**src/rtl/rom_pkg.sv**
```systemverilog
// Shared types and constants for the ROM burst reader: FSM states, output buffer depth,
// and the credit test that keeps the output buffer from overflowing.
package rom_pkg;

  typedef enum logic {IDLE, RUN} state_t;

  localparam int BUF_DEPTH = 2;
  localparam int CNT_W     = 2;

  // A read may issue only if every word already committed still fits after this cycle's pop.
  function automatic logic credit_ok(input logic [CNT_W-1:0] occ,
                                     input logic             inflight,
                                     input logic             pop);
    logic [CNT_W:0] load;
    load = {1'b0, occ} + {{CNT_W{1'b0}}, inflight} - {{CNT_W{1'b0}}, pop};
    return load < (CNT_W+1)'(BUF_DEPTH);
  endfunction

endpackage

```
**src/rtl/rom_burst_reader_if.sv**
```systemverilog
// Burst request / word response handshake bundle for the ROM burst reader.
// The master issues requests and consumes words; the slave is the reader.
interface rom_burst_reader_if #(
  parameter int ADDR_W = 7,
  parameter int DATA_W = 1
);

  logic              req_valid;
  logic              req_ready;
  logic [ADDR_W-1:0] req_addr;
  logic [ADDR_W-1:0] req_len;
  logic              rsp_valid;
  logic              rsp_ready;
  logic [DATA_W-1:0] rsp_data;
  logic              rsp_last;

  modport master (
    output req_valid, req_addr, req_len, rsp_ready,
    input  req_ready, rsp_valid, rsp_data, rsp_last
  );

  modport slave (
    input  req_valid, req_addr, req_len, rsp_ready,
    output req_ready, rsp_valid, rsp_data, rsp_last
  );

endinterface

```
**src/rtl/rom_out_fifo.sv**
```systemverilog
// Two-entry output buffer: push lands at end of cycle, head visible the next cycle.
// Simultaneous push and pop are legal at any occupancy; a pop on empty is ignored.
module rom_out_fifo
  import rom_pkg::*;
#(
  parameter int W = 2
) (
  input  logic             CLK,
  input  logic             RESET,
  input  logic             push,
  input  logic [W-1:0]     push_dat,
  input  logic             pop,
  output logic [W-1:0]     head_dat,
  output logic [CNT_W-1:0] count,
  output logic             vld
);

  logic [W-1:0] mem [BUF_DEPTH];
  logic         wr_ptr;
  logic         rd_ptr;
  logic         do_push;
  logic         do_pop;

  assign do_pop  = pop && (count != '0);
  assign do_push = push && ((count != CNT_W'(BUF_DEPTH)) || do_pop);

  always_ff @(posedge CLK) begin
    if (RESET) begin
      wr_ptr <= 1'b0;
      rd_ptr <= 1'b0;
      count  <= '0;
      for (int i = 0; i < BUF_DEPTH; i++) mem[i] <= '0;
    end else begin
      if (do_push) begin
        mem[wr_ptr] <= push_dat;
        wr_ptr      <= ~wr_ptr;
      end
      if (do_pop) rd_ptr <= ~rd_ptr;
      count <= count + CNT_W'(do_push) - CNT_W'(do_pop);
    end
  end

  assign head_dat = mem[rd_ptr];
  assign vld      = (count != '0);

endmodule

```
**src/rtl/rom_burst_reader.sv**
```systemverilog
// Streams bursts of ROM words through a 2-entry buffer; first word two cycles after accept.
// Reads issue only with buffer credit, so rsp_ready backpressure stalls issue without loss.
module rom_burst_reader
  import rom_pkg::*;
#(
  parameter int                                ADDR_W = 7,
  parameter int                                DATA_W = 1,
  parameter logic [(2**ADDR_W)*DATA_W-1:0]     INIT   = '0
) (
  input  logic               CLK,
  input  logic               RESET,
  rom_burst_reader_if.slave  bus,
  output logic               busy
);

  localparam int DEPTH = 2**ADDR_W;

  logic [DATA_W-1:0] rom [DEPTH];

  for (genvar i = 0; i < DEPTH; i++) begin : g_rom
    assign rom[i] = INIT[i*DATA_W +: DATA_W];
  end

  state_t            state, state_n;
  logic [ADDR_W-1:0] addr, addr_n, rem, rem_n;
  logic [ADDR_W-1:0] iss_addr, iss_rem;
  logic              accept, issue, pop;
  logic              rd_vld, rd_last;
  logic [DATA_W-1:0] rd_dat;
  logic [CNT_W-1:0]  count;
  logic [DATA_W:0]   head;
  logic              fifo_vld;

  assign bus.req_ready = (state == IDLE);
  assign accept        = bus.req_valid && bus.req_ready;
  assign pop           = bus.rsp_valid && bus.rsp_ready;

  // The accept cycle already issues the first read, so bursts chain without a bubble.
  always_comb begin
    state_n  = state;
    addr_n   = addr;
    rem_n    = rem;
    iss_addr = (state == IDLE) ? bus.req_addr : addr;
    iss_rem  = (state == IDLE) ? bus.req_len  : rem;
    issue    = (accept || (state == RUN)) && credit_ok(count, rd_vld, pop);
    if (issue) begin
      addr_n  = iss_addr + ADDR_W'(1);
      rem_n   = iss_rem - ADDR_W'(1);
      state_n = (iss_rem == '0) ? IDLE : RUN;
    end else if (accept) begin
      addr_n  = bus.req_addr;
      rem_n   = bus.req_len;
      state_n = RUN;
    end
  end

  always_ff @(posedge CLK) begin
    if (RESET) begin
      state   <= IDLE;
      addr    <= '0;
      rem     <= '0;
      rd_vld  <= 1'b0;
      rd_last <= 1'b0;
      rd_dat  <= '0;
    end else begin
      state   <= state_n;
      addr    <= addr_n;
      rem     <= rem_n;
      rd_vld  <= issue;
      if (issue) begin
        rd_dat  <= rom[iss_addr];
        rd_last <= (iss_rem == '0);
      end
    end
  end

  rom_out_fifo #(.W(DATA_W + 1)) u_fifo (
    .CLK      (CLK),
    .RESET    (RESET),
    .push     (rd_vld),
    .push_dat ({rd_last, rd_dat}),
    .pop      (pop),
    .head_dat (head),
    .count    (count),
    .vld      (fifo_vld)
  );

  assign bus.rsp_valid                  = fifo_vld;
  assign {bus.rsp_last, bus.rsp_data}   = head;
  assign busy = (state == RUN) || rd_vld || (count != '0);

endmodule

```
**src/flat_wrapper.sv**
```systemverilog
// flat-port wrapper written by rule: the top's interface ports become plain ports
module rom_burst_reader_flat import rom_pkg::*;
#(
  parameter int                                ADDR_W = 7,
  parameter int                                DATA_W = 1,
  parameter logic [(2**ADDR_W)*DATA_W-1:0]     INIT   = '0
)
  (CLK, RESET, busy, bus_req_valid, bus_req_addr, bus_req_len, bus_rsp_ready, bus_req_ready, bus_rsp_valid, bus_rsp_data, bus_rsp_last);
  rom_burst_reader_if #(.ADDR_W(ADDR_W), .DATA_W(DATA_W)) bus_i ();
  input  logic CLK;
  input  logic RESET;
  output logic busy;
  input wire logic [$bits(bus_i.req_valid)-1:0] bus_req_valid;
  input wire logic [$bits(bus_i.req_addr)-1:0] bus_req_addr;
  input wire logic [$bits(bus_i.req_len)-1:0] bus_req_len;
  input wire logic [$bits(bus_i.rsp_ready)-1:0] bus_rsp_ready;
  output wire logic [$bits(bus_i.req_ready)-1:0] bus_req_ready;
  output wire logic [$bits(bus_i.rsp_valid)-1:0] bus_rsp_valid;
  output wire logic [$bits(bus_i.rsp_data)-1:0] bus_rsp_data;
  output wire logic [$bits(bus_i.rsp_last)-1:0] bus_rsp_last;
  assign bus_i.req_valid = bus_req_valid;
  assign bus_i.req_addr = bus_req_addr;
  assign bus_i.req_len = bus_req_len;
  assign bus_i.rsp_ready = bus_rsp_ready;
  assign bus_req_ready = bus_i.req_ready;
  assign bus_rsp_valid = bus_i.rsp_valid;
  assign bus_rsp_data = bus_i.rsp_data;
  assign bus_rsp_last = bus_i.rsp_last;
  rom_burst_reader #(.ADDR_W(ADDR_W), .DATA_W(DATA_W), .INIT(INIT)) u_core (.CLK(CLK), .RESET(RESET), .bus(bus_i), .busy(busy));
endmodule
```
**config.mk**
```make
export PLATFORM = sky130hd
export DESIGN_NAME = rom_burst_reader_flat
export DESIGN_NICKNAME = d
export VERILOG_FILES = /design/src/rtl/rom_pkg.sv /design/src/rtl/rom_burst_reader_if.sv /design/src/rtl/rom_out_fifo.sv /design/src/rtl/rom_burst_reader.sv /design/src/flat_wrapper.sv
export SDC_FILE = /design/constraint.sdc
export NUM_CORES = 1
export LEC_CHECK = 0
export BUFFER_PORTS_ARGS = -buffer_cell sky130_fd_sc_hd__buf_4
export CORE_MARGIN = 4
export CORE_UTILIZATION = 30
export DETAILED_ROUTE_END_ITERATION = 12
export GPL_TIMING_DRIVEN = 0
export MAX_ROUTING_LAYER = met4
export PLACE_DENSITY = 0.56
export SYNTH_ARGS = -nofsm -noshare
export SYNTH_HDL_FRONTEND = slang
export SYNTH_SLANG_ARGS = --single-unit
```
**constraint.sdc**
```tcl
create_clock -name CLK -period 3.5 [get_ports CLK]
set_clock_uncertainty 0.15 [all_clocks]
set_input_delay 0.7 -clock CLK [delete_from_list [all_inputs] [get_ports CLK]]
set_output_delay 0.7 -clock CLK [all_outputs]
set_load 0.005 [all_outputs]
```
==> flow_summary_export.csv <==
group,metric,value,unit
global_route,grt.total_usage,0.128,
die,rows,23,
die,dieArea,5200,µm²
timing,tightest_slew,0.577,ns
synthesis,yosys_most_used_dff,"dfxtp_1",
synthesis,synth-edff-count,2,
detailed_routing,drtPass1Iterations,5,
synthesis,synthDistinctLibCells,50,
timing,tns,0,ns
cells_and_area,fin_nets,186,
synthesis,async_flop_share,0,
synthesis,synth_warnings,0,
synthesis,syn-num-nets,168,
synthesis,synth_area_leaders,"dfxtp_1 (24%), mux2i_1 (6.5%), ha_1 (5.1%), edfxtp_1 (4.9%), nor2_1 (3.7%)",
die,initial_core_util,0.308,
detailed_routing,routedWlPerCell,13.7,µm
synthesis,avgSynthCellArea,8.57,µm²
run,cap_violations,0,
cts,tritoncts,"yes",
pwr,powerDensity,807,nW/µm²
critical_path,cp_max_fo,6,
place,port_buffers,13,
place,dp_cells,207,
die,die_x,72.1,µm
cts,cts_resized,0,
detailed_routing,postRouteAntennaNets,0,
die,pin_count,23,
place,place_area,1390,µm²
detailed_routing,vias,1111,
global_route,antenna_found_initial,0,
cells_and_area,num_antenna_cells,0,
cts,holdBufCountCts,0,
timing,fin_crit_sh,0.942,
synthesis,synthCells,144,
worst_hold_path,hold_path_end,"u_core.rem[6]",
cts,cts_sinks,17,
worst_hold_path,hp-class,"reg2reg",
timing,slew_headroom,0.613,
synthesis,synth_top_area_share,0.243,
cts,postCtsSetupBuffers,0,
detailed_routing,drt-total-wl,2900,µm
global_route,grt_pass1_wl,5130,µm
synthesis,ys_seq_elements,17,
critical_path,r2r-start,"u_core.u_fifo.count[1]",
critical_path,critPathLaunchType,"flip-flop",
cts,cts_root_buf,"clkbuf_8",
place,gp_congestion,0.878,
worst_hold_path,holdPathStages,2,
timing,finalHoldViolCount,0,
cts,htree_levels,1,
run_status,status,"completed",
global_route,overflow,0,
pwr,peakVddDrop,0.000435,V
cts,cts.reportedPaths.clkPinSlew,0.07,ns
timing,fmax,303,MHz
cells_and_area,layout-drive-gt1-share,0.180,
cts,cts_made_buffers,3,
timing,rsz0062_at_grt,"false",
worst_hold_path,hp-start,"u_core.rem[6]",
timing,period_needed,3.30,ns
cells_and_area,syn_to_final_growth,16.7,%
cts,clk_latency,0.26,ns
detailed_routing,drcViolationCount,0,
synthesis,syn_area,1230,µm²
detailed_routing,post_drt_via_cell_ratio,5.27,
die,die_y,72.1,µm
critical_path,crit_type,"reg2reg",
pwr,leakagePower,0.000576,µW
place,dp_hpwl,2260,µm
critical_path,regToRegEndpoint,"u_core.rd_last",
synthesis,yosysTopAreaCell,"dfxtp_1",
timing,slew_viol_final,0,
global_route,grt_pass1_vias,1089,
global_route,grt_start_max_net_pins,11,
critical_path,rrSetupSlack,0.20,ns
cells_and_area,fin_area,1440,µm²
die,core,4000,µm²
critical_path,cp-end-kind,"flip-flop",
critical_path,reg2reg_depth,9,
cts,clock_path_buffers,2,
detailed_routing,drt_iter0_markers,31,
synthesis,seq_area_frac_synth,0.292,
critical_path,cp_data_required_time,3.54,ns
timing,finalSetupViolCount,0,
cells_and_area,instances_no_fill,211,
critical_path,crit_arrival,3.33,ns
## cells by family after synthesis
family	after synthesis	share of synthesized area
flip-flops	17	0.292
XOR/XNOR	8	0.0690
other	1	0.00304
buffers and inverters	17	0.0629
adder cells (fa/ha/maj)	6	0.0669
AND/OR/NAND/NOR	57	0.254
multiplexers	9	0.0740
AO/OA/AOI/OAI	29	0.179
## where the power goes
part	internal [µW]	switching [µW]
Sequential	262	64.8
Combinational	293	389
Clock	79.2	73.7
Total	635	527
## per-stage QoR
stage / utilization / hold slack (ns) / total power [µW] / worst slack [ns]
floorplan: - / 0.276 / 837 / 0.475
global placement: 0.348 / 0.287 / 1010 / 0.167
detailed placement: 0.348 / 0.297 / 1010 / 0.164
CTS: 0.360 / 0.314 / 1170 / 0.180
global route: 0.360 / 0.343 / 1270 / 0.0407
finish: 0.360 / 0.310 / 1160 / 0.203
## cells in the mapped netlist (2+ instances only)
library cell,count
nand3_1,3
nand2_1,7
ha_1,5
dfxtp_1,15
a211oi_1,3
and2_1,2
or4_1,2
buf_2,2
or3_1,3
nor3b_1,2
nor3_1,6
o21a_1,2
o21ai_0,7
nor4_1,6
nor2b_1,6
a21oi_1,5
nor2_1,12
inv_1,10
mux2i_1,8
edfxtp_1,2
clkbuf_1,3
xnor2_1,4
xor2_1,2
## final cells by class
| cell class | count | area (µm²) |
|---|---|---|
| multi-input combinational | 110 | 796 |
| buffer | 7 | 40.0 |
| timing repair buffer | 13 | 97.6 |
| fill | 403 | 2560 |
| inverter | 10 | 37.5 |
| sequential | 17 | 360 |
| clock buffer | 3 | 41.3 |
| tap | 50 | 62.6 |
| clock inverter | 1 | 5.00 |
## cell usage in the layout, fill, tap and decap left out, types with 2 or more instances in the layout
master / n
a211oi_1: 3
a21oi_1: 5
and2_1: 2
buf_2: 2
buf_4: 14
clkbuf_1: 3
clkbuf_8: 3
dfxtp_1: 15
edfxtp_1: 2
ha_1: 5
inv_1: 10
mux2i_1: 8
nand2_1: 7
nand3_1: 3
nor2_1: 12
nor2b_1: 6
nor3_1: 6
nor3b_1: 2
nor4_1: 6
o21a_1: 2
o21ai_0: 7
or3_1: 3
or4_1: 2
xnor2_1: 4
xor2_1: 2
## worst max-delay path by stage
stage / slack [ns] / endpoint / cells after the start / start
after floorplan: 0.47 / u_core.rd_last / 9 / u_core.u_fifo.count[1]
after global placement: 0.17 / u_core.rd_last / 9 / bus_rsp_ready
after detailed placement: 0.16 / u_core.rd_last / 9 / bus_rsp_ready
after CTS: 0.18 / u_core.rd_last / 9 / u_core.u_fifo.count[1]
after global routing: 0.04 / u_core.rd_last / 9 / u_core.u_fifo.count[1]
final: 0.20 / u_core.rd_last / 9 / u_core.u_fifo.count[1]
## registers in the layout, indices dropped and copies added, names as in the netlist, named ones only
register and count:
u_core.rem 7, u_core.u_fifo.count 2, u_core.state 1, u_core.rd_vld 1
u_core.u_fifo.wr_ptr 1, u_core.rd_last 1, u_core.u_fifo.mem 2, u_core.u_fifo.rd_ptr 1
## metal layers
metal,global-route usage,part of all wire,vias up
li1,-,-,550
met1,0.168,0.46,521
met2,0.198,0.47,35
met3,0.0208,0.057,5
met4,0.0438,0.013,0
met5,-,0,-
## worst max-delay path, stage by stage, from the launching register on
cell      delay [ns]
dfxtp_1         0.41
or2_2           0.36
and2_1          0.19
ha_1            0.29
nand2b_1        0.16
fa_1            0.63
o21a_1          0.21
nand2_2         0.12
or4_1           0.56
a21oi_1         0.13
No activity file was read; power rests on OpenSTA's default activity.
